`src/rtl/toggle_pkg.sv`:
```
// Shared types and default parameters for the toggle burst generator.
package toggle_pkg;

    typedef enum logic [1:0] {
        IDLE,
        RUN,
        FIN
    } state_t;

    localparam int DEF_CNT_W    = 8;
    localparam int DEF_AUTO_LEN = 14;

endpackage

```
`src/rtl/toggle_cnt.sv`:
```
// Loadable down-counter tracking how many toggles remain in the current burst.
module toggle_cnt #(
    parameter int W = 8
) (
    input  logic         clk,
    input  logic         rst,
    input  logic         load,
    input  logic [W-1:0] load_val,
    input  logic         dec,
    output logic [W-1:0] count,
    output logic         zero
);

    assign zero = (count == '0);

    // Load has priority over decrement; decrement saturates at zero so the count never wraps.
    always_ff @(posedge clk) begin
        if (rst) begin
            count <= '0;
        end else if (load) begin
            count <= load_val;
        end else if (dec && !zero) begin
            count <= count - W'(1);
        end
    end

endmodule

```
`src/rtl/toggle_burst_gen.sv`:
```
// Drives a line that inverts every clock for a programmed number of cycles, then holds.
module toggle_burst_gen
    import toggle_pkg::*;
#(
    parameter int CNT_W      = DEF_CNT_W,
    parameter int AUTO_LEN   = DEF_AUTO_LEN,
    parameter bit AUTO_START = 1'b1
) (
    input  logic             clk,
    input  logic             rst,
    input  logic             start,
    input  logic [CNT_W-1:0] len,
    output logic             a,
    output logic             busy,
    output logic             done,
    output logic [CNT_W-1:0] remaining
);

    state_t           state;
    state_t           state_n;
    logic             rst_q;
    logic             a_n;
    logic             busy_n;
    logic             done_n;
    logic             cnt_load;
    logic [CNT_W-1:0] cnt_load_val;
    logic             cnt_dec;
    logic             cnt_zero;
    logic             auto_start;
    logic             take_start;
    logic [CNT_W-1:0] start_len;

    toggle_cnt #(
        .W(CNT_W)
    ) u_cnt (
        .clk      (clk),
        .rst      (rst),
        .load     (cnt_load),
        .load_val (cnt_load_val),
        .dec      (cnt_dec),
        .count    (remaining),
        .zero     (cnt_zero)
    );

    // Reset release acts as a start with the built-in length, and it outranks an external start.
    assign auto_start = AUTO_START && rst_q && !rst;
    assign take_start = auto_start || (start && !busy);
    assign start_len  = auto_start ? CNT_W'(AUTO_LEN) : len;

    // State register plus the registered outputs, all returning to idle values on reset.
    always_ff @(posedge clk) begin
        rst_q <= rst;
        if (rst) begin
            state <= IDLE;
            a     <= 1'b0;
            busy  <= 1'b0;
            done  <= 1'b0;
        end else begin
            state <= state_n;
            a     <= a_n;
            busy  <= busy_n;
            done  <= done_n;
        end
    end

    // Next-state logic; a start accepted in the done cycle toggles immediately so back-to-back bursts never pause the line.
    always_comb begin
        state_n      = state;
        a_n          = a;
        busy_n       = busy;
        done_n       = 1'b0;
        cnt_load     = 1'b0;
        cnt_load_val = '0;
        cnt_dec      = 1'b0;
        case (state)
            IDLE: begin
                busy_n = 1'b0;
                if (take_start) begin
                    busy_n = 1'b1;
                    if (start_len == '0) begin
                        state_n = FIN;
                    end else begin
                        state_n      = RUN;
                        cnt_load     = 1'b1;
                        cnt_load_val = start_len;
                    end
                end
            end
            RUN: begin
                a_n     = ~a;
                cnt_dec = 1'b1;
                if (remaining == CNT_W'(1) || cnt_zero) begin
                    state_n = FIN;
                    busy_n  = 1'b0;
                    done_n  = 1'b1;
                end
            end
            FIN: begin
                if (busy) begin
                    busy_n = 1'b0;
                    done_n = 1'b1;
                end else if (take_start) begin
                    if (start_len == '0) begin
                        busy_n = 1'b1;
                    end else if (start_len == CNT_W'(1)) begin
                        a_n          = ~a;
                        cnt_load     = 1'b1;
                        cnt_load_val = '0;
                        busy_n       = 1'b0;
                        done_n       = 1'b1;
                    end else begin
                        state_n      = RUN;
                        a_n          = ~a;
                        cnt_load     = 1'b1;
                        cnt_load_val = start_len - CNT_W'(1);
                        busy_n       = 1'b1;
                    end
                end else begin
                    state_n = IDLE;
                end
            end
            default: begin
                state_n = IDLE;
                busy_n  = 1'b0;
            end
        endcase
    end

endmodule

```
`config.mk`:
```
export PLATFORM = sky130hd
export DESIGN_NAME = toggle_burst_gen
export DESIGN_NICKNAME = d
export VERILOG_FILES = /design/src/rtl/toggle_pkg.sv /design/src/rtl/toggle_cnt.sv /design/src/rtl/toggle_burst_gen.sv
export SDC_FILE = /design/constraint.sdc
export NUM_CORES = 1
export LEC_CHECK = 0
export ABC_AREA = 1
export CORE_MARGIN = 2
export CORE_UTILIZATION = 50
export CTS_CLUSTER_DIAMETER = 50
export DETAILED_ROUTE_END_ITERATION = 8
export GPL_TIMING_DRIVEN = 1
export PLACE_DENSITY = 0.76
export SETUP_SLACK_MARGIN = 0.05
export SLEW_MARGIN = 20
export SYNTH_ARGS = -nofsm -noshare
export SYNTH_HDL_FRONTEND = slang
export SYNTH_SLANG_ARGS = --single-unit
export TNS_END_PERCENT = 20
```
`constraint.sdc`:
```
create_clock -name clk -period 2.1 [get_ports clk]
set_clock_uncertainty 0.1 [all_clocks]
set_input_delay 0.21 -clock clk [delete_from_list [all_inputs] [get_ports clk]]
set_output_delay 0.21 -clock clk [all_outputs]
set_load 0.01 [all_outputs]
```
==> report_table.html, run 1 <==
<table>
<tr><th>Metric</th><th>Value</th></tr>
<tr><th colspan="2">Outcome</th></tr>
<tr><td>Run status</td><td>finished clean</td></tr>
<tr><th colspan="2">Floorplanning</th></tr>
<tr><td>Area of the core region</td><td>2410 um2</td></tr>
<tr><td>Starting density of the core</td><td>51.56%</td></tr>
<tr><td>Full die area</td><td>2900 um2</td></tr>
<tr><td>Die width</td><td>53.85 um</td></tr>
<tr><td>I/O pin cnt</td><td>22</td></tr>
<tr><td>Total number of placement rows</td><td>18</td></tr>
<tr><td>Vert. Die Dim</td><td>53.85 um</td></tr>
<tr><th colspan="2">Critical path</th></tr>
<tr><td>Critical path endpoint category</td><td>flip-flop</td></tr>
<tr><td>Setup crit start kind</td><td>input port</td></tr>
<tr><td>Required time of the critical path</td><td>2.24 ns</td></tr>
<tr><td>Classification of the worst setup path</td><td>input port to flip-flop</td></tr>
<tr><td>Register-to-Register Path Depth</td><td>10</td></tr>
<tr><td>Critical path peak fanout</td><td>9</td></tr>
<tr><td>Data arrival time at the worst-slack endpoint</td><td>1.96 ns</td></tr>
<tr><th colspan="2">Global routing</th></tr>
<tr><td>Grt total ovfl</td><td>0</td></tr>
<tr><td>Via count of the first global-routing pass</td><td>1218</td></tr>
<tr><td>Maximum number of pins on one net before global-route repair</td><td>12</td></tr>
<tr><td>Initial antenna violation count</td><td>0</td></tr>
<tr><td>Gr usage total</td><td>24.78%</td></tr>
<tr><td>First-pass GRT wire length</td><td>5.278 mm</td></tr>
<tr><th colspan="2">Timing</th></tr>
<tr><td>Max-slew headroom at the worst pin</td><td>81.43%</td></tr>
<tr><td>Final cycle utilization of the critical path</td><td>86.99%</td></tr>
<tr><td>Slew of the pin with the lowest slew margin</td><td>0.2757 ns</td></tr>
<tr><td>Period minus WS final</td><td>1.827 ns</td></tr>
<tr><td>Count of final max-slew check failures</td><td>0</td></tr>
<tr><td>Achievable frequency</td><td>547.4 MHz</td></tr>
<tr><td>Final hold violation count</td><td>0</td></tr>
<tr><td>RSZ-0062 raised after global routing</td><td>no</td></tr>
<tr><td>Total setup violations reported at the end of the flow</td><td>0</td></tr>
<tr><th colspan="2">Drt</th></tr>
<tr><td>Via count</td><td>1338</td></tr>
<tr><td>Drc violations</td><td>0</td></tr>
<tr><td>Count of nets left with antenna violations after detail routing</td><td>0</td></tr>
<tr><td>Avg Vias per Cell</td><td>4.848</td></tr>
<tr><td>Wirelength per Cell</td><td>11.11 um</td></tr>
<tr><td>DRT iter0 DRCs</td><td>33</td></tr>
<tr><td>TritonRoute pass-1 iters</td><td>4</td></tr>
<tr><td>Total Wirelength</td><td>3.066 mm</td></tr>
<tr><th colspan="2">Final layout</th></tr>
<tr><td>Ratio of cells with drive above 1 in the final layout</td><td>10.98%</td></tr>
<tr><td>Commonest non-fill, non-tap cell in the layout</td><td>sky130_fd_sc_hd__nand2_1</td></tr>
<tr><td>Area of all placed cells without fillers</td><td>1592 um2</td></tr>
<tr><td>Area occupied by multi-input gates</td><td>797.0 um2</td></tr>
<tr><td>Area used by sequential logic in the layout</td><td>280.3 um2</td></tr>
<tr><td>Commonest cells after routing, fill and taps aside</td><td>sky130_fd_sc_hd__nand2_1 (63), sky130_fd_sc_hd__inv_1 (36), sky130_fd_sc_hd__nor2_1 (27), sky130_fd_sc_hd__clkdlybuf4s50_1 (21), sky130_fd_sc_hd__o21ai_0 (16)</td></tr>
<tr><td>Net total in the final layout</td><td>266</td></tr>
<tr><td>Total inserted antenna cells</td><td>0</td></tr>
<tr><td>Layout fillers</td><td>240</td></tr>
<tr><td>Area overhead of the layout relative to synthesis</td><td>28.10%</td></tr>
<tr><th colspan="2">Logic synthesis</th></tr>
<tr><td>Synthesis-stage register bit count</td><td>14</td></tr>
<tr><td>Total of warnings raised by yosys</td><td>0</td></tr>
<tr><td>Syn Std Cell Area</td><td>1242 um2</td></tr>
<tr><td>Number of cells produced by synthesis</td><td>211</td></tr>
<tr><td>Syn_area_per_cell</td><td>5.888 um2</td></tr>
<tr><td>Share of the yosys chip area belonging to registers</td><td>22.56%</td></tr>
<tr><td>Count of different cell masters after synthesis</td><td>25</td></tr>
<tr><td>Net Count, Synth</td><td>229</td></tr>
<tr><th colspan="2">Job</th></tr>
<tr><td>Number of maximum-capacitance constraint violations</td><td>0</td></tr>
<tr><th colspan="2">Min path</th></tr>
<tr><td>Path class of the lowest-slack min-delay path</td><td>flip-flop to flip-flop</td></tr>
<tr><td>Number of instances on the worst hold path</td><td>1</td></tr>
<tr><th colspan="2">CTS</th></tr>
<tr><td>Clock buffer count from CTS</td><td>3</td></tr>
<tr><td>Clock tree root driver cell</td><td>sky130_fd_sc_hd__clkbuf_4</td></tr>
<tr><td>Depth of the CTS H-tree</td><td>1</td></tr>
<tr><td>Hold bufs inserted after CTS</td><td>0</td></tr>
<tr><td>Maximum clock path buffer count</td><td>2</td></tr>
<tr><td>Post-CTS setup-driven buffer insertion count</td><td>0</td></tr>
<tr><td>Clock latency of the later-clocked register in the worst-skew pair</td><td>0.28 ns</td></tr>
<tr><td>CTS resizes</td><td>0</td></tr>
<tr><td>Number of sinks handled by clock tree synthesis</td><td>14</td></tr>
<tr><td>CTS tree</td><td>yes</td></tr>
<tr><td>Post-CTS clock slew at the launch and capture registers of the worst setup and hold paths</td><td>0.09 ns</td></tr>
<tr><th colspan="2">Power</th></tr>
<tr><td>Leakage Power</td><td>0.8783 nW</td></tr>
<tr><td>Maximum resistive drop on vdd</td><td>0.0009307 V</td></tr>
<tr><td>Tot Pwr</td><td>2.055 mW</td></tr>
<tr><td>Pwr dens</td><td>1291 nW/um2</td></tr>
<tr><th colspan="2">Placement</th></tr>
<tr><td>Buffers added on ports</td><td>21</td></tr>
<tr><td>Placer congestion estimate</td><td>0.8264</td></tr>
<tr><td>Post-Place Cell Area</td><td>1569 um2</td></tr>
<tr><td>Final HPWL DP</td><td>2.438 mm</td></tr>
</table>
-- sequential cells by signal (all words and copies together), names as in the netlist --
register     count
done             1
busy             1
u_cnt.count      8
rst_q            1
a                1
state            2
-- kinds of logic (layout without fill, tap and decap cells) --
family | count (synthesis) | after routing | synth area share, %
and+or+nand+nor | 112 | 112 | 39.28
buffers and inverters | 40 | 75 | 13.29
AOI/OAI and AO/OA | 34 | 34 | 15.01
DFF | 14 | 14 | 22.56
adders and majority gates | 7 | 7 | 7.049
xor gates and xnor gates | 4 | 4 | 2.820
-- synth_stat cells --
cell type | n | area [um2]
sky130_fd_sc_hd__inv_1 | 36 | 135.1
sky130_fd_sc_hd__nand3_1 | 11 | 55.05
sky130_fd_sc_hd__inv_2 | 1 | 3.750
sky130_fd_sc_hd__xnor2_1 | 1 | 8.760
sky130_fd_sc_hd__nand3_4 | 1 | 17.52
sky130_fd_sc_hd__nand2_1 | 63 | 236.5
sky130_fd_sc_hd__nand4_1 | 4 | 25.02
sky130_fd_sc_hd__nor2_1 | 27 | 101.4
sky130_fd_sc_hd__clkbuf_1 | 1 | 3.750
sky130_fd_sc_hd__dfxtp_1 | 14 | 280.3
sky130_fd_sc_hd__nand2_2 | 2 | 12.51
sky130_fd_sc_hd__a31oi_1 | 2 | 12.51
sky130_fd_sc_hd__nor2_2 | 1 | 6.260
sky130_fd_sc_hd__o22ai_1 | 1 | 6.260
sky130_fd_sc_hd__nor2_4 | 1 | 11.26
sky130_fd_sc_hd__o21ai_1 | 4 | 20.02
sky130_fd_sc_hd__o211ai_1 | 1 | 7.510
sky130_fd_sc_hd__o21ai_2 | 2 | 17.52
sky130_fd_sc_hd__o21bai_1 | 1 | 7.510
sky130_fd_sc_hd__nand2_4 | 2 | 22.52
sky130_fd_sc_hd__ha_1 | 7 | 87.58
sky130_fd_sc_hd__buf_6 | 2 | 22.52
sky130_fd_sc_hd__a21oi_1 | 7 | 35.03
sky130_fd_sc_hd__o21ai_0 | 16 | 80.08
sky130_fd_sc_hd__xor2_1 | 3 | 26.28
-- worst paths after layout --
check	start	to	slack, ns
max reg2reg	state[0]$_SDFFE_PP0P_	u_cnt.count[6]$_SDFFE_PP0P_	0.33
max	rst	u_cnt.count[6]$_SDFFE_PP0P_	0.27
min reg2reg	a$_SDFFE_PP0P_	a$_SDFFE_PP0P_	0.35
min	a$_SDFFE_PP0P_	a$_SDFFE_PP0P_	0.35
-- layout make-up --
cell class / count / share of cell area [%]
clock buffers: 3 / 1.415
flip-flops and latches: 14 / 17.61
well taps: 30 / 2.358
inverters: 37 / 8.726
multi-input cells: 157 / 50.08
repair buffers: 35 / 19.81
-- layer usage --
layer  share of wire [%]  GRT usage, %
met1                  51         33.45
met2                  44         41.26
met3                 4.0         2.500
met4                 1.0         7.692
met5                   0             0
-- where the power goes --
group / total (mW) / switching, mW / internal [mW]
combinational: 1.41 / 0.799 / 0.607
clock: 0.157 / 0.0904 / 0.0666
sequential: 0.492 / 0.119 / 0.373
total: 2.05 / 1.01 / 1.05
-- per-stage QoR --
stage | utilization [%] | worst slack, ns | hold WS (ns) | TNS, ns | instances
2_1_floorplan | - | 0.5064 | 0.1377 | 0 | 211
3_5_place_dp | 65.11 | -0.01917 | 0.3402 | -0.03678 | 273
3_3_place_gp | 65.11 | -0.004924 | 0.3428 | -0.004924 | 273
5_1_grt | 66.04 | 0.08271 | 0.3971 | 0 | 276
6_report | 66.04 | 0.2732 | 0.3509 | 0 | 276
4_1_cts | 66.04 | 0.2830 | 0.3569 | 0 | 276
-- worst max-delay path, stage by stage --
cell and delay [ns]:
sky130_fd_sc_hd__clkdlybuf4s50_1 0.49, sky130_fd_sc_hd__inv_2 0.05, sky130_fd_sc_hd__nand2_2 0.13, sky130_fd_sc_hd__nand3_1 0.24, sky130_fd_sc_hd__nor2_4 0.19, sky130_fd_sc_hd__nand2_4 0.09, sky130_fd_sc_hd__nand2_4 0.09, sky130_fd_sc_hd__nand2_2 0.12
sky130_fd_sc_hd__buf_4 0.18, sky130_fd_sc_hd__nand4_1 0.08, sky130_fd_sc_hd__nand2_1 0.06, sky130_fd_sc_hd__inv_1 0.04
Power figures use the tool's default switching activity.
==> run 2: changes to the inputs <==
PLACE_DENSITY = 0.84   (was 0.76)
==> run 2 against run 1 <==
Compared with the run above: total power is 2.2% higher; worst hold slack better by 0.0038 ns; worst setup slack better by 0.032 ns; sequential power is 0.8% higher; cell count is 1.1% higher; sequential share of layout area is 0.31 points lower; die area stayed put; clock-buffer cell count is 1 higher; clock power is 29% higher; routed wire length is 5.9% lower; via count is 1.3% higher.
==> report_table.html, run 2 (synthesis results as in run 1) <==
<table>
<tr><th>Metric</th><th>Value</th></tr>
<tr><th colspan="2">Timing</th></tr>
<tr><td>Count of final max-slew check failures</td><td>0 (unchanged)</td></tr>
<tr><td>Achievable frequency</td><td>557.3 MHz (was 547.4 MHz)</td></tr>
<tr><td>Period minus WS final</td><td>1.794 ns (was 1.827 ns)</td></tr>
<tr><td>Max-slew headroom at the worst pin</td><td>81.95% (was 81.43%)</td></tr>
<tr><td>Final hold violation count</td><td>0 (unchanged)</td></tr>
<tr><td>Final cycle utilization of the critical path</td><td>85.44% (was 86.99%)</td></tr>
<tr><td>Setup TNS after final layout</td><td>0 ns (unchanged)</td></tr>
<tr><td>RSZ-0062 raised after global routing</td><td>no (unchanged)</td></tr>
<tr><td>Hold Slack</td><td>0.3547 ns (was 0.3509 ns)</td></tr>
<tr><td>Slew of the pin with the lowest slew margin</td><td>0.2679 ns (was 0.2757 ns)</td></tr>
<tr><td>Total setup violations reported at the end of the flow</td><td>0 (unchanged)</td></tr>
<tr><th colspan="2">Drt</th></tr>
<tr><td>TritonRoute pass-1 iters</td><td>4 (unchanged)</td></tr>
<tr><td>Drc violations</td><td>0 (unchanged)</td></tr>
<tr><td>DRT iter0 DRCs</td><td>49 (was 33)</td></tr>
<tr><td>Total Wirelength</td><td>2.884 mm (was 3.066 mm)</td></tr>
<tr><td>Via count</td><td>1356 (was 1338)</td></tr>
<tr><td>Avg Vias per Cell</td><td>4.860 (was 4.848)</td></tr>
<tr><td>Count of nets left with antenna violations after detail routing</td><td>0 (unchanged)</td></tr>
<tr><td>Wirelength per Cell</td><td>10.34 um (was 11.11 um)</td></tr>
<tr><th colspan="2">Power</th></tr>
<tr><td>Part of the power in registers</td><td>23.6% (was 23.9%)</td></tr>
<tr><td>Internal</td><td>1.090 mW (was 1.047 mW)</td></tr>
<tr><td>Clk pwr share</td><td>9.6% (was 7.6%)</td></tr>
<tr><td>Fraction of power consumed by combinational cells</td><td>66.7% (was 68.4%)</td></tr>
<tr><td>Pwr dens</td><td>1296 nW/um2 (was 1291 nW/um2)</td></tr>
<tr><td>Maximum resistive drop on vdd</td><td>0.001032 V (was 0.0009307 V)</td></tr>
<tr><td>Leakage Power</td><td>0.8944 nW (was 0.8783 nW)</td></tr>
<tr><td>Net switching power figure</td><td>1.010 mW (was 1.008 mW)</td></tr>
<tr><td>Switching share of power</td><td>48.09% (was 49.07%)</td></tr>
<tr><th colspan="2">Critical path</th></tr>
<tr><td>Register-to-Register Path Depth</td><td>10 (unchanged)</td></tr>
<tr><td>Worst path depth</td><td>14 (was 12)</td></tr>
<tr><td>Critical path endpoint category</td><td>flip-flop (unchanged)</td></tr>
<tr><td>Register-to-Register Setup Slack</td><td>0.36 ns (was 0.33 ns)</td></tr>
<tr><td>Setup crit start kind</td><td>input port (unchanged)</td></tr>
<tr><td>Classification of the worst setup path</td><td>input port to flip-flop (unchanged)</td></tr>
<tr><td>Critical path startpoint</td><td>rst (unchanged)</td></tr>
<tr><td>Data arrival time at the worst-slack endpoint</td><td>1.89 ns (was 1.96 ns)</td></tr>
<tr><td>Required time of the critical path</td><td>2.19 ns (was 2.24 ns)</td></tr>
<tr><td>Slowest cell on the critical path</td><td>sky130_fd_sc_hd__clkdlybuf4s50_1 (unchanged)</td></tr>
<tr><td>CP endpoint</td><td>u_cnt.count[6]$_SDFFE_PP0P_ (unchanged)</td></tr>
<tr><td>Stage delay of the slowest cell on the critical path</td><td>0.49 ns (about the same)</td></tr>
<tr><td>Critical path peak fanout</td><td>9 (unchanged)</td></tr>
<tr><td>Delay-heaviest family, CP</td><td>buffers and inverters (was simple AND/OR/NAND/NOR gates)</td></tr>
<tr><td>Reg-to-Reg End</td><td>u_cnt.count[6]$_SDFFE_PP0P_ (unchanged)</td></tr>
<tr><td>Buffering stage count on the worst path with inverters included</td><td>6 (was 4)</td></tr>
<tr><td>Startpoint of the most critical register-to-register path</td><td>state[0]$_SDFFE_PP0P_ (unchanged)</td></tr>
<tr><td>Cell-by-cell trace of the critical path</td><td>clkdlybuf4s50_1, inv_2, nand2_2, buf_4, o21ai_1, nand2_1, inv_1, nand2_4, nand2_4, nand2_2, buf_4, nand4_1, nand2_1, inv_1 (was clkdlybuf4s50_1, inv_2, nand2_2, nand3_1, nor2_4, nand2_4, nand2_4, nand2_2, buf_4, nand4_1, nand2_1, inv_1)</td></tr>
<tr><th colspan="2">Final layout</th></tr>
<tr><td>Final instance count without filler cells</td><td>279 (was 276)</td></tr>
<tr><td>Register with the most flip-flops</td><td>u_cnt.count (unchanged)</td></tr>
<tr><td>Total inserted antenna cells</td><td>0 (unchanged)</td></tr>
<tr><td>Area of all placed cells without fillers</td><td>1620 um2 (was 1592 um2)</td></tr>
<tr><td>Commonest non-fill, non-tap cell in the layout</td><td>sky130_fd_sc_hd__nand2_1 (unchanged)</td></tr>
<tr><td>Layout fillers</td><td>218 (was 240)</td></tr>
<tr><td>Net total in the final layout</td><td>268 (was 266)</td></tr>
<tr><td>Area overhead of the layout relative to synthesis</td><td>30.41% (was 28.10%)</td></tr>
<tr><td>Ratio of cells with drive above 1 in the final layout</td><td>12.05% (was 10.98%)</td></tr>
<tr><td>Commonest cells after routing, fill and taps aside</td><td>sky130_fd_sc_hd__nand2_1 (63), sky130_fd_sc_hd__inv_1 (36), sky130_fd_sc_hd__nor2_1 (27), sky130_fd_sc_hd__clkdlybuf4s50_1 (21) (was sky130_fd_sc_hd__nand2_1 (63), sky130_fd_sc_hd__inv_1 (36), sky130_fd_sc_hd__nor2_1 (27), sky130_fd_sc_hd__clkdlybuf4s50_1 (21), sky130_fd_sc_hd__o21ai_0 (16))</td></tr>
<tr><td>Max FFs per register</td><td>8 (unchanged)</td></tr>
<tr><td>Regs by FF count</td><td>u_cnt.count: 8 flops, state: 2 flops (unchanged)</td></tr>
<tr><th colspan="2">Global routing</th></tr>
<tr><td>Gr usage total</td><td>22.19% (was 24.78%)</td></tr>
<tr><td>Maximum number of pins on one net before global-route repair</td><td>12 (unchanged)</td></tr>
<tr><td>First-pass GRT wire length</td><td>4.754 mm (was 5.278 mm)</td></tr>
<tr><td>Via count of the first global-routing pass</td><td>1155 (was 1218)</td></tr>
<tr><td>Initial antenna violation count</td><td>0 (unchanged)</td></tr>
<tr><td>Grt total ovfl</td><td>0 (unchanged)</td></tr>
<tr><th colspan="2">Placement</th></tr>
<tr><td>Buffers added on ports</td><td>21 (unchanged)</td></tr>
<tr><td>Final HPWL DP</td><td>2.333 mm (was 2.438 mm)</td></tr>
<tr><td>Placer congestion estimate</td><td>0.8854 (was 0.8264)</td></tr>
<tr><td>Post-Place Cell Area</td><td>1584 um2 (was 1569 um2)</td></tr>
<tr><td>Cell count after placement</td><td>275 (was 273)</td></tr>
<tr><th colspan="2">CTS</th></tr>
<tr><td>Clock tree root driver cell</td><td>sky130_fd_sc_hd__clkbuf_4 (unchanged)</td></tr>
<tr><td>Number of sinks handled by clock tree synthesis</td><td>14 (unchanged)</td></tr>
<tr><td>Clock buffer count from CTS</td><td>3 (unchanged)</td></tr>
<tr><td>Post-CTS setup-driven buffer insertion count</td><td>0 (unchanged)</td></tr>
<tr><td>Maximum clock path buffer count</td><td>2 (unchanged)</td></tr>
<tr><td>CTS resizes</td><td>0 (unchanged)</td></tr>
<tr><td>CTS tree</td><td>yes (unchanged)</td></tr>
<tr><td>Clock latency of the later-clocked register in the worst-skew pair</td><td>0.28 ns (about the same)</td></tr>
<tr><td>Depth of the CTS H-tree</td><td>1 (unchanged)</td></tr>
<tr><td>Hold bufs inserted after CTS</td><td>0 (unchanged)</td></tr>
<tr><td>Post-CTS clock slew at the launch and capture registers of the worst setup and hold paths</td><td>0.09 ns (about the same)</td></tr>
<tr><th colspan="2">Floorplanning</th></tr>
<tr><td>Die width</td><td>53.85 um (unchanged)</td></tr>
<tr><td>Area of the core region</td><td>2410 um2 (unchanged)</td></tr>
<tr><td>I/O pin cnt</td><td>22 (unchanged)</td></tr>
<tr><td>Full die area</td><td>2900 um2 (unchanged)</td></tr>
<tr><td>Vert. Die Dim</td><td>53.85 um (unchanged)</td></tr>
<tr><td>Starting density of the core</td><td>51.56% (unchanged)</td></tr>
<tr><td>Total number of placement rows</td><td>18 (unchanged)</td></tr>
<tr><th colspan="2">Job</th></tr>
<tr><td>Number of maximum-capacitance constraint violations</td><td>0 (unchanged)</td></tr>
<tr><th colspan="2">Min path</th></tr>
<tr><td>Path class of the lowest-slack min-delay path</td><td>flip-flop to flip-flop (unchanged)</td></tr>
<tr><th colspan="2">Outcome</th></tr>
<tr><td>Run status</td><td>finished clean (unchanged)</td></tr>
</table>
[run 2: cell types whose count changed in the layout (fill, tap and decap cells not counted)]
cell	delta
sky130_fd_sc_hd__clkbuf_8	+1
sky130_fd_sc_hd__buf_4	+2
[run 2: area by class of cell]
type | count | area (um2) | share of cell area (%)
Multi-Input combinational cell | 157 | 797.0 | 49.19
Timing Repair Buffer | 37 | 330.3 | 20.39
Sequential cell | 14 | 280.3 | 17.30
Inverter | 37 | 138.9 | 8.571
Tap cell | 30 | 37.54 | 2.317
Clock buffer | 4 | 36.28 | 2.239
[run 2: stage by stage]
step / setup slack (ns) / power (mW) / utilization (%)
2_1_floorplan: 0.5064 / 1.473 / -
4_1_cts: 0.3121 / 2.098 / 67.24
6_report: 0.3057 / 2.100 / 67.24
3_3_place_gp: 0.03714 / 1.870 / 65.73
5_1_grt: 0.1184 / 2.333 / 67.24
3_5_place_dp: 0.008211 / 1.886 / 65.73
[run 2: worst min path at each step]
| stage | from | end | slack [ns] | cells after the start |
|---|---|---|---|---|
| finish | a$_SDFFE_PP0P_ | a$_SDFFE_PP0P_ | 0.35 | 1 |
| detailed placement | a$_SDFFE_PP0P_ | a$_SDFFE_PP0P_ | 0.34 | 1 |
| CTS | a$_SDFFE_PP0P_ | a$_SDFFE_PP0P_ | 0.36 | 1 |
| floorplan | rst | rst_q$_DFF_P_ | 0.14 | 0 |
| global route | a$_SDFFE_PP0P_ | a$_SDFFE_PP0P_ | 0.39 | 1 |
| global placement | a$_SDFFE_PP0P_ | a$_SDFFE_PP0P_ | 0.34 | 1 |
[run 2: per-layer routing]
| metal | wire, um | up-vias | global-route usage, % |
|---|---|---|---|
| met3 | 195 | 4 | 3.056 |
| met5 | 0 | - | 0 |
| li1 | - | 735 | - |
| met2 | 1249 | 41 | 36.18 |
| met4 | 35 | 0 | 6.838 |
| met1 | 1403 | 576 | 30.07 |
[run 2: power by group through the flow]
| stage | Sequential (mW) | Combinational [mW] | Clock (mW) |
|---|---|---|---|
| finish | 0.496 | 1.40 | 0.203 |
| global route | 0.513 | 1.60 | 0.216 |
| CTS | 0.494 | 1.40 | 0.205 |
| detailed placement | 0.497 | 1.39 | 0 |
| global placement | 0.495 | 1.37 | 0 |
| floorplan | 0.511 | 0.962 | 0 |
==> run 3: changes to the inputs <==
CAP_MARGIN = 5   (was unset)
CELL_PAD_IN_SITES_DETAIL_PLACEMENT = 1   (was unset)
CELL_PAD_IN_SITES_GLOBAL_PLACEMENT = 1   (was unset)
CORE_UTILIZATION = 35   (was 50)
PLACE_DENSITY = 0.86   (was 0.84)
==> run 3 against run 2 <==
Compared with the run above: total power increased by 3.0%; sequential share of layout area decreased by 0.19 points; fmax decreased by 1.8%; combinational power increased by 4%; flip-flop and latch count unchanged; die area increased by 39%; via count increased by 6.3%; critical path depth increased by 1; utilization decreased by 19 points; non-clock buffer count decreased by 1; sequential power increased by 0.8%; clock-buffer cell count unchanged; critical endpoint unchanged.
==> report_table.html, run 3 (synthesis results as in run 1) <==
<table>
<tr><th>Metric</th><th>Value</th></tr>
<tr><th colspan="2">Outcome</th></tr>
<tr><td>Run status</td><td>finished clean (unchanged)</td></tr>
<tr><th colspan="2">Floorplanning</th></tr>
<tr><td>Starting density of the core</td><td>36.94% (was 51.56%)</td></tr>
<tr><td>Die width</td><td>63.58 um (was 53.85 um)</td></tr>
<tr><td>Full die area</td><td>4042 um2 (was 2900 um2)</td></tr>
<tr><td>Vert. Die Dim</td><td>63.58 um (was 53.85 um)</td></tr>
<tr><td>Area of the core region</td><td>3363 um2 (was 2410 um2)</td></tr>
<tr><td>I/O pin cnt</td><td>22 (unchanged)</td></tr>
<tr><td>Total number of placement rows</td><td>21 (was 18)</td></tr>
<tr><th colspan="2">Critical path</th></tr>
<tr><td>Register-to-Register Setup Slack</td><td>0.31 ns (was 0.36 ns)</td></tr>
<tr><td>Setup crit start kind</td><td>input port (unchanged)</td></tr>
<tr><td>Register-to-Register Path Depth</td><td>10 (unchanged)</td></tr>
<tr><td>Critical path peak fanout</td><td>8 (was 9)</td></tr>
<tr><td>Data arrival time at the worst-slack endpoint</td><td>1.93 ns (was 1.89 ns)</td></tr>
<tr><td>Required time of the critical path</td><td>2.20 ns (was 2.19 ns)</td></tr>
<tr><td>Startpoint of the most critical register-to-register path</td><td>u_cnt.count[0]$_SDFFE_PP0P_ (was state[0]$_SDFFE_PP0P_)</td></tr>
<tr><td>Slowest cell on the critical path</td><td>sky130_fd_sc_hd__clkdlybuf4s50_1 (unchanged)</td></tr>
<tr><td>Critical path endpoint category</td><td>flip-flop (unchanged)</td></tr>
<tr><td>Buffering stage count on the worst path with inverters included</td><td>6 (unchanged)</td></tr>
<tr><td>Delay-heaviest family, CP</td><td>buffers and inverters (unchanged)</td></tr>
<tr><td>Reg-to-Reg End</td><td>state[0]$_SDFFE_PP0P_ (was u_cnt.count[6]$_SDFFE_PP0P_)</td></tr>
<tr><td>Classification of the worst setup path</td><td>input port to flip-flop (unchanged)</td></tr>
<tr><td>Most repeated library cell on the critical path</td><td>sky130_fd_sc_hd__inv_1</td></tr>
<tr><td>Cell-by-cell trace of the critical path</td><td>clkdlybuf4s50_1, inv_2, nand2_4, inv_1, nor2_1, ha_1, inv_1, nor2_1, nand2_1, inv_1, nor2_2, nand2_1, nand4_1, nand2_1, inv_1 (was clkdlybuf4s50_1, inv_2, nand2_2, buf_4, o21ai_1, nand2_1, inv_1, nand2_4, nand2_4, nand2_2, buf_4, nand4_1, nand2_1, inv_1)</td></tr>
<tr><td>Stage delay of the slowest cell on the critical path</td><td>0.50 ns (was 0.49 ns)</td></tr>
<tr><th colspan="2">Global routing</th></tr>
<tr><td>Maximum number of pins on one net before global-route repair</td><td>12 (unchanged)</td></tr>
<tr><td>Grt total ovfl</td><td>0 (unchanged)</td></tr>
<tr><td>Initial antenna violation count</td><td>0 (unchanged)</td></tr>
<tr><td>Via count of the first global-routing pass</td><td>1479 (was 1155)</td></tr>
<tr><td>Gr usage total</td><td>20.01% (was 22.19%)</td></tr>
<tr><td>First-pass GRT wire length</td><td>6.534 mm (was 4.754 mm)</td></tr>
<tr><th colspan="2">CTS</th></tr>
<tr><td>Clock latency of the later-clocked register in the worst-skew pair</td><td>0.29 ns (was 0.28 ns)</td></tr>
<tr><td>Number of sinks handled by clock tree synthesis</td><td>14 (unchanged)</td></tr>
<tr><td>Maximum clock path buffer count</td><td>2 (unchanged)</td></tr>
<tr><td>CTS tree</td><td>yes (unchanged)</td></tr>
<tr><td>Post-CTS setup-driven buffer insertion count</td><td>0 (unchanged)</td></tr>
<tr><td>Clock tree root driver cell</td><td>sky130_fd_sc_hd__clkbuf_4 (unchanged)</td></tr>
<tr><td>Post-CTS clock slew at the launch and capture registers of the worst setup and hold paths</td><td>0.09 ns (about the same)</td></tr>
<tr><td>Clock buffer count from CTS</td><td>3 (unchanged)</td></tr>
<tr><td>Depth of the CTS H-tree</td><td>1 (unchanged)</td></tr>
<tr><th colspan="2">Timing</th></tr>
<tr><td>Final cycle utilization of the critical path</td><td>87.01% (was 85.44%)</td></tr>
<tr><td>Total setup violations reported at the end of the flow</td><td>0 (unchanged)</td></tr>
<tr><td>RSZ-0062 raised after global routing</td><td>yes (was no)</td></tr>
<tr><td>Max-slew headroom at the worst pin</td><td>82.75% (was 81.95%)</td></tr>
<tr><td>Count of final max-slew check failures</td><td>0 (unchanged)</td></tr>
<tr><td>Slew of the pin with the lowest slew margin</td><td>0.2561 ns (was 0.2679 ns)</td></tr>
<tr><td>Period minus WS final</td><td>1.827 ns (was 1.794 ns)</td></tr>
<tr><td>Achievable frequency</td><td>547.3 MHz (was 557.3 MHz)</td></tr>
<tr><td>Final hold violation count</td><td>0 (unchanged)</td></tr>
<tr><th colspan="2">Final layout</th></tr>
<tr><td>Area overhead of the layout relative to synthesis</td><td>31.82% (was 30.41%)</td></tr>
<tr><td>Total inserted antenna cells</td><td>0 (unchanged)</td></tr>
<tr><td>Regs by FF count</td><td>u_cnt.count: 8 flops, state: 2 flops (unchanged)</td></tr>
<tr><td>Layout fillers</td><td>490 (was 218)</td></tr>
<tr><td>Final instance count without filler cells</td><td>294 (was 279)</td></tr>
<tr><td>Post-route core utilization</td><td>48.70% (was 67.24%)</td></tr>
<tr><td>Commonest non-fill, non-tap cell in the layout</td><td>sky130_fd_sc_hd__nand2_1 (unchanged)</td></tr>
<tr><td>Commonest cells after routing, fill and taps aside</td><td>sky130_fd_sc_hd__nand2_1 (63), sky130_fd_sc_hd__inv_1 (36), sky130_fd_sc_hd__nor2_1 (27), sky130_fd_sc_hd__clkdlybuf4s50_1 (21), sky130_fd_sc_hd__o21ai_0 (16) (was sky130_fd_sc_hd__nand2_1 (63), sky130_fd_sc_hd__inv_1 (36), sky130_fd_sc_hd__nor2_1 (27), sky130_fd_sc_hd__clkdlybuf4s50_1 (21))</td></tr>
<tr><td>Register with the most flip-flops</td><td>u_cnt.count (unchanged)</td></tr>
<tr><td>Ratio of cells with drive above 1 in the final layout</td><td>11.69% (was 12.05%)</td></tr>
<tr><td>Max FFs per register</td><td>8 (unchanged)</td></tr>
<tr><td>Net total in the final layout</td><td>267 (was 268)</td></tr>
<tr><th colspan="2">Drt</th></tr>
<tr><td>Avg Vias per Cell</td><td>4.905 (was 4.860)</td></tr>
<tr><td>Via count</td><td>1442 (was 1356)</td></tr>
<tr><td>DRT iter0 DRCs</td><td>49 (unchanged)</td></tr>
<tr><td>Drc violations</td><td>0 (unchanged)</td></tr>
<tr><td>Count of nets left with antenna violations after detail routing</td><td>0 (unchanged)</td></tr>
<tr><td>Total Wirelength</td><td>3.744 mm (was 2.884 mm)</td></tr>
<tr><td>TritonRoute pass-1 iters</td><td>4 (unchanged)</td></tr>
<tr><td>Total met3 wirelength after detailed routing</td><td>137 um (was 195 um)</td></tr>
<tr><td>Metal2 WL</td><td>1.899 mm (was 1.249 mm)</td></tr>
<tr><td>Wirelength per Cell</td><td>12.73 um (was 10.34 um)</td></tr>
<tr><td>Highest metal used</td><td>met4 (unchanged)</td></tr>
<tr><td>Length of routed wiring on met1</td><td>1.660 mm (was 1.403 mm)</td></tr>
<tr><th colspan="2">Min path</th></tr>
<tr><td>End of the worst hold path</td><td>a$_SDFFE_PP0P_ (unchanged)</td></tr>
<tr><td>Startpoint of the most critical hold path</td><td>a$_SDFFE_PP0P_ (unchanged)</td></tr>
<tr><td>Number of instances on the worst hold path</td><td>1 (unchanged)</td></tr>
<tr><td>Path class of the lowest-slack min-delay path</td><td>flip-flop to flip-flop (unchanged)</td></tr>
<tr><th colspan="2">Power</th></tr>
<tr><td>Leakage Power</td><td>0.8933 nW (was 0.8944 nW)</td></tr>
<tr><td>Maximum resistive drop on vdd</td><td>0.0006019 V (was 0.001032 V)</td></tr>
<tr><td>Pwr dens</td><td>1321 nW/um2 (was 1296 nW/um2)</td></tr>
<tr><th colspan="2">Placement</th></tr>
<tr><td>Final HPWL DP</td><td>3.081 mm (was 2.333 mm)</td></tr>
<tr><td>Placer congestion estimate</td><td>0.8330 (was 0.8854)</td></tr>
<tr><td>Cell count after placement</td><td>290 (was 275)</td></tr>
<tr><td>Buffers added on ports</td><td>21 (unchanged)</td></tr>
<tr><th colspan="2">Job</th></tr>
<tr><td>Number of maximum-capacitance constraint violations</td><td>0 (unchanged)</td></tr>
</table>
## run 3: what timing repair did
| action | CTS | global route |
|---|---|---|
| hold buffers | 0 | 0 |
| endpoints found under the setup margin | 0 | 5 |
| resized for setup | 0 | 1 |
## run 3: worst max-delay path by stage
stage,slack [ns],from,cells past startpoint,to
floorplan,0.51,rst_q$_DFF_P_,14,u_cnt.count[7]$_SDFFE_PP0P_
global placement,0.02,rst,13,u_cnt.count[5]$_SDFFE_PP0P_
detailed placement,-0.09,rst,15,u_cnt.count[6]$_SDFFE_PP0P_
CTS,0.22,rst,15,u_cnt.count[6]$_SDFFE_PP0P_
global route,0.05,u_cnt.count[0]$_SDFFE_PP0P_,10,state[0]$_SDFFE_PP0P_
finish,0.27,rst,15,u_cnt.count[6]$_SDFFE_PP0P_
## run 3: cell type report
cell class	instances	area (um2)	share of cell area (%)
clock buffer	4	36.28	2.215
tap	46	57.56	3.514
timing repair buffer	36	322.8	19.71
inverter	37	138.9	8.480
sequential	14	280.3	17.11
multi-input combinational	157	802.0	48.97
## run 3: metal layers
metal / track usage, % / vias to the layer above
met3: 3.929 / 7
met5: 0 / -
met2: 36.18 / 28
met1: 23.97 / 674
met4: 5.163 / 0
li1: - / 733
## run 3: stage by stage
step | total power [mW] | instance area [um2] | setup slack, ns | setup TNS, ns | hold slack (ns)
after floorplan | 1.473 | 1242 | 0.5064 | 0 | 0.1377
after global placement | 1.909 | 1597 | 0.01790 | 0 | 0.3369
after detailed placement | 1.955 | 1597 | -0.09225 | -0.5382 | 0.3913
after CTS | 2.189 | 1633 | 0.2240 | 0 | 0.4066
after global routing | 2.409 | 1638 | 0.05329 | 0 | 0.4298
final | 2.164 | 1638 | 0.2728 | 0 | 0.4017
## run 3: where the power goes
group / total, mW / leakage (nW) / switching (mW) / internal (mW)
registers: 0.500 / 0.116 / 0.127 / 0.372
logic: 1.46 / 0.756 / 0.846 / 0.613
clock network: 0.205 / 0.0210 / 0.0990 / 0.106
total: 2.16 / 0.893 / 1.07 / 1.09
